$ cat src/rtl/serial_add_pkg.sv
// serial_add_pkg: state encoding and default operand width for the bit-serial adder
package serial_add_pkg;
  localparam int DEFAULT_WIDTH = 8;
  localparam logic [1:0] ST_IDLE = 2'd0;
  localparam logic [1:0] ST_RUN  = 2'd1;
  localparam logic [1:0] ST_DONE = 2'd2;
endpackage

$ cat src/rtl/serial_add_ctrl_if.sv
// serial_add_ctrl_if: operand request / result handshake bundle
// RES_OVF is present only when OVF_DETECT_EN is defined
interface serial_add_ctrl_if import serial_add_pkg::*; #(parameter int WIDTH = DEFAULT_WIDTH);
  logic START_VALID, START_READY, CIN, RES_VALID, RES_READY, RES_COUT, BUSY;
  logic [WIDTH-1:0] OP_A, OP_B, RES_SUM;
`ifdef OVF_DETECT_EN
  logic RES_OVF;
  modport master (output START_VALID, OP_A, OP_B, CIN, RES_READY,
                  input START_READY, RES_VALID, RES_SUM, RES_COUT, BUSY, RES_OVF);
  modport slave (input START_VALID, OP_A, OP_B, CIN, RES_READY,
                 output START_READY, RES_VALID, RES_SUM, RES_COUT, BUSY, RES_OVF);
`else
  modport master (output START_VALID, OP_A, OP_B, CIN, RES_READY,
                  input START_READY, RES_VALID, RES_SUM, RES_COUT, BUSY);
  modport slave (input START_VALID, OP_A, OP_B, CIN, RES_READY,
                 output START_READY, RES_VALID, RES_SUM, RES_COUT, BUSY);
`endif
endinterface

$ cat src/rtl/bit_HA.sv
// bit_HA: one-bit half adder
module bit_HA (
  input  logic A,
  input  logic B,
  output logic SUM,
  output logic CO
);
  assign SUM = A ^ B;
  assign CO  = A & B;
endmodule

$ cat src/rtl/serial_fa_cell.sv
// serial_fa_cell: combinational full adder built from two half adders
module serial_fa_cell (
  input  logic A,
  input  logic B,
  input  logic CI,
  output logic SUM,
  output logic CO
);
  logic s0, c0, c1;
  bit_HA u_ha0 (.A(A),  .B(B),  .SUM(s0),  .CO(c0));
  bit_HA u_ha1 (.A(s0), .B(CI), .SUM(SUM), .CO(c1));
  assign CO = c0 | c1;
endmodule

$ cat src/rtl/serial_add_ctrl.sv
// serial_add_ctrl: LSB-first bit-serial add scheduler around one shared full-adder cell
// OVF_DETECT_EN adds a latched two's-complement overflow flag on RES_OVF
module serial_add_ctrl import serial_add_pkg::*; #(
  parameter int WIDTH = DEFAULT_WIDTH
) (
  input logic CLK,
  input logic RST,
  serial_add_ctrl_if.slave bus
);
  localparam int CNT_W = $clog2(WIDTH);
  localparam logic [CNT_W-1:0] LAST = CNT_W'(WIDTH - 1);
  logic [1:0] state_q, state_d;
  logic [CNT_W-1:0] idx_q, idx_d;
  logic [WIDTH-1:0] sa_q, sa_d, sb_q, sb_d, ssum_q, ssum_d, sum_q, sum_d;
  logic carry_q, carry_d, cout_q, cout_d, bit_s, bit_c, last;
  serial_fa_cell u_cell (.A(sa_q[0]), .B(sb_q[0]), .CI(carry_q), .SUM(bit_s), .CO(bit_c));
  assign last = state_q == ST_RUN && idx_q == LAST;
  always_comb begin
    state_d = state_q;
    idx_d   = idx_q;
    sa_d    = sa_q;
    sb_d    = sb_q;
    carry_d = carry_q;
    ssum_d  = ssum_q;
    sum_d   = sum_q;
    cout_d  = cout_q;
    case (state_q)
      ST_IDLE: if (bus.START_VALID) begin
        state_d = ST_RUN;
        idx_d   = '0;
        sa_d    = bus.OP_A;
        sb_d    = bus.OP_B;
        carry_d = bus.CIN;
        ssum_d  = '0;
      end
      ST_RUN: begin
        idx_d   = last ? '0 : idx_q + 1'b1;
        sa_d    = sa_q >> 1;
        sb_d    = sb_q >> 1;
        carry_d = bit_c;
        ssum_d  = (ssum_q >> 1) | {bit_s, {(WIDTH-1){1'b0}}};
        state_d = last ? ST_DONE : ST_RUN;
        sum_d   = last ? ssum_d : sum_q;
        cout_d  = last ? bit_c : cout_q;
      end
      ST_DONE: state_d = bus.RES_READY ? ST_IDLE : ST_DONE;
      default: state_d = ST_IDLE;
    endcase
  end
  always_ff @(posedge CLK) begin
    if (RST) begin
      state_q <= ST_IDLE;
      idx_q   <= '0;
      sa_q    <= '0;
      sb_q    <= '0;
      carry_q <= 1'b0;
      ssum_q  <= '0;
      sum_q   <= '0;
      cout_q  <= 1'b0;
    end else begin
      state_q <= state_d;
      idx_q   <= idx_d;
      sa_q    <= sa_d;
      sb_q    <= sb_d;
      carry_q <= carry_d;
      ssum_q  <= ssum_d;
      sum_q   <= sum_d;
      cout_q  <= cout_d;
    end
  end
`ifdef OVF_DETECT_EN
  // carry_q during the last bit is the carry into the MSB
  logic ovf_q, ovf_d;
  assign ovf_d = last ? carry_q ^ bit_c : ovf_q;
  always_ff @(posedge CLK) ovf_q <= RST ? 1'b0 : ovf_d;
  assign bus.RES_OVF = ovf_q;
`endif
  assign bus.START_READY = state_q == ST_IDLE;
  assign bus.RES_VALID   = state_q == ST_DONE;
  assign bus.BUSY        = state_q == ST_RUN || state_q == ST_DONE;
  assign bus.RES_SUM     = sum_q;
  assign bus.RES_COUT    = cout_q;
endmodule
$ cat src/flat_wrapper.sv
// flat-port wrapper written by rule: the top's interface ports become plain ports
module serial_add_ctrl_flat import serial_add_pkg::*;
#(
  parameter int WIDTH = DEFAULT_WIDTH
)
  (CLK, RST, bus_START_VALID, bus_OP_A, bus_OP_B, bus_CIN, bus_RES_READY, bus_START_READY, bus_RES_VALID, bus_RES_SUM, bus_RES_COUT, bus_BUSY);
  serial_add_ctrl_if #(.WIDTH(WIDTH)) bus_i ();
  input logic CLK;
  input logic RST;
  input wire logic [$bits(bus_i.START_VALID)-1:0] bus_START_VALID;
  input wire logic [$bits(bus_i.OP_A)-1:0] bus_OP_A;
  input wire logic [$bits(bus_i.OP_B)-1:0] bus_OP_B;
  input wire logic [$bits(bus_i.CIN)-1:0] bus_CIN;
  input wire logic [$bits(bus_i.RES_READY)-1:0] bus_RES_READY;
  output wire logic [$bits(bus_i.START_READY)-1:0] bus_START_READY;
  output wire logic [$bits(bus_i.RES_VALID)-1:0] bus_RES_VALID;
  output wire logic [$bits(bus_i.RES_SUM)-1:0] bus_RES_SUM;
  output wire logic [$bits(bus_i.RES_COUT)-1:0] bus_RES_COUT;
  output wire logic [$bits(bus_i.BUSY)-1:0] bus_BUSY;
  assign bus_i.START_VALID = bus_START_VALID;
  assign bus_i.OP_A = bus_OP_A;
  assign bus_i.OP_B = bus_OP_B;
  assign bus_i.CIN = bus_CIN;
  assign bus_i.RES_READY = bus_RES_READY;
  assign bus_START_READY = bus_i.START_READY;
  assign bus_RES_VALID = bus_i.RES_VALID;
  assign bus_RES_SUM = bus_i.RES_SUM;
  assign bus_RES_COUT = bus_i.RES_COUT;
  assign bus_BUSY = bus_i.BUSY;
  serial_add_ctrl #(.WIDTH(WIDTH)) u_core (.CLK(CLK), .RST(RST), .bus(bus_i));
endmodule
$ cat config.mk
export PLATFORM = sky130hd
export DESIGN_NAME = serial_add_ctrl_flat
export DESIGN_NICKNAME = d
export VERILOG_FILES = /design/src/rtl/serial_add_pkg.sv /design/src/rtl/serial_add_ctrl_if.sv /design/src/rtl/bit_HA.sv /design/src/rtl/serial_fa_cell.sv /design/src/rtl/serial_add_ctrl.sv /design/src/flat_wrapper.sv
export SDC_FILE = /design/constraint.sdc
export NUM_CORES = 1
export LEC_CHECK = 0
export CAP_MARGIN = 20
export CORE_MARGIN = 2
export CORE_UTILIZATION = 54
export CTS_CLUSTER_SIZE = 14
export DETAILED_ROUTE_END_ITERATION = 6
export PLACE_DENSITY = 0.83
export SYNTH_ARGS = -nofsm -noshare
export SYNTH_HDL_FRONTEND = slang
export SYNTH_HIERARCHICAL = 1
export SYNTH_SLANG_ARGS = --single-unit
$ cat constraint.sdc
create_clock -name CLK -period 4 [get_ports CLK]
set_input_delay 0.8 -clock CLK [delete_from_list [all_inputs] [get_ports CLK]]
set_output_delay 0.8 -clock CLK [all_outputs]
set_load 0.01 [all_outputs]
==> qor.csv <==
metric,value,unit
Die Span Y,58.9,um
vias in the first global route,1261,
worst-margin pin slew,0.976,ns
Layout Skew,0.00440,ns
total track usage,20.5,%
synthesized flop and latch total,38,
Via Count,1346,
slew margin rel.,33.1,%
total power,0.725,mW
failing checks,design-rule violations,
DRC,1,
CP arrival,1.67,ns
total grt overflow,0,
hold slack final,0.460,ns
Routed Antenna Nets,0,
Static Leak,0.736,nW
WL/cell,13.9,um
RR Endpoint,u_core/idx_q[0],
vias per cell,5.70,
ys flop type,dfxtp_1,
nets,233,
VDD IR-drop max,0.000211,V
detailed-placement wirelength estimate,2.16,mm
clock transition at the registers of the reported paths,0.11,ns
die area,3470,um2
outcome,"complete, but fails checks",
routed wire length,3.28,mm
Fin Setup TNS,0,ns
clk_lat worst skew,0.34,ns
Max Buffers Root-to-Sink,2,
placed cell area,1940,um2
asr flop ratio synth,0,%
CTS tree,yes,
pin count of the biggest net entering global routing,39,
Finished Cell Area,2000,um2
Netlist Area Pre-Place,1630,um2
Setup crit end kind,output port,
ant diodes,0,
GP Congestion,0.786,
hold_buf cts,0,
Worst Path Required,3.20,ns
"most common cell after layout, fill and taps aside",dfxtp_1,
final worst path period share,61.7,%
initial antenna violation count,0,
Post-synth EDFFs,0,
Power Dens Cells,362,nW/um2
r2r setup slk,2.01,ns
startpoint types,register,
Critical Path Start,u_core/state_q[0],
hold path endpoint,u_core/bus.RES_SUM[0],
Syn Area/Cell,9.24,um2
"commonest non-fill, non-tap cells in the layout","dfxtp_1 (38), clkdlybuf4s50_1 (32), nand2_1 (23), nor2_1 (23), mux2i_1 (16)",
Final WS setup,1.53,ns
Hold Fails Final Rpt,0,
Core Region,2810,um2
f_max,406,MHz
global-route wire length before repair,5.29,mm
worst-path fanout max,6,
DRT iter0 DRCs,52,
Worst Setup Path Type,register to output port,
post-CTS setup buffer count,0,
clk sinks,38,
Tmin final,2.47,ns
max-cap violation count,0,
Initial Util,58.0,%
R2R cell count,5,
WHS Path Cells,2,
die width,58.9,um
first drt pass iteration count,6,
max-slew violations,0,
# rows,19,
Area contributors post-synth,"dfxtp_1 (47%), mux2i_1 (9.8%), a211oi_1 (6.9%)",
clock tree root buffer cell,clkbuf_4,
TritonCTS Buffers,5,
layout cell share with drive strength beyond 1,5.85,%
number of library cell types mapped by synthesis,25,
H-tree levels,2,
cts repair resizes,0,
Critical R2R Launch,u_core/state_q[0],
final setup fails,0,
Setup WS pre-CTS,1.60,ns
Synth area leader,dfxtp_1,
IO Pins,33,
class of the tightest hold or removal check,register to register,
Synth top area share,46.8,%
Synth Net Count,205,
register area share after synthesis,46.8,%
P&R area growth vs syn,23.1,%
Hold Crit Start,u_core/bus.RES_SUM[0],
RSZ-0062 raised after global routing,false,
port bufs,32,
synth warn,6,
Post-Synthesis Cells,176,
[power breakdown]
part,switching (mW),total (mW),internal (mW)
clock,0.120,0.205,0.0852
combinational,0.0576,0.111,0.0538
sequential,0.0103,0.408,0.398
total,0.188,0.725,0.537
[cell families after synthesis]
family	share of synthesized area, %
AO/OA/AOI/OAI	16.7
buffers and inverters	4.31
AND/OR/NAND/NOR	15.5
multiplexers	10.5
adder cells (fa/ha/maj)	6.15
flip-flops	46.8
[synthesized netlist by cell type (all sizes together) (2+ instances only)]
library cell and instances:
a211oi 15, a32oi 8, or2 3, nor2 23
nand3b 2, a21oi 15, clkbuf 8, ha 8
nand2 23, dfxtp 38, buf 5, inv 3
mux2i 16
[per-stage QoR]
stage	util, %	cells
final	71.4	236
after global routing	71.4	236
after CTS	71.4	236
after detailed placement	69.2	228
after global placement	69.2	228
after floorplan	-	176
[area by class of cell]
cell class | instances | area, um2
clock buffers | 7 | 55.1
clock inverters | 1 | 5.00
multi-input cells | 122 | 796
fillers | 220 | 803
flip-flops and latches | 38 | 761
repair buffers | 34 | 335
well taps | 31 | 38.8
inverters | 3 | 11.3
[routing by layer]
layer / wire length [um] / global-route usage, % / share of wire, % / vias to the layer above
li1: - / - / - / 680
met1: 1470 / 23.2 / 45 / 630
met4: 23 / 9.74 / 0.70 / 0
met2: 1610 / 34.4 / 49 / 34
met3: 178 / 7.03 / 5.4 / 2
met5: 0 / 0 / 0 / -
[sequential cells by signal, summed over array words and instances, names as in the netlist]
name and flops:
u_core/sa_q 8, u_core/bus.RES_SUM 8, u_core/carry_q 1, u_core/state_q 2, u_core/bus.RES_COUT 1, u_core/idx_q 3, u_core/ssum_q 7, u_core/sb_q 8
[worst max path at each step]
stage / endpoint / slack (ns) / cells past startpoint
after CTS: bus_START_READY / 1.51 / 3
after global routing: bus_START_READY / 1.42 / 3
after detailed placement: u_core/idx_q[0] / 1.60 / 4
after global placement: u_core/idx_q[0] / 1.63 / 4
final: bus_START_READY / 1.53 / 3
after floorplan: u_core/state_q[0] / 2.42 / 4
[worst max-delay path, stage by stage (launching register included)]
cell and delay, ns:
dfxtp_1 0.35, inv_1 0.10, ha_1 0.29, clkdlybuf4s50_1 0.58
Note: power is estimated with default switching activity, not from simulation.
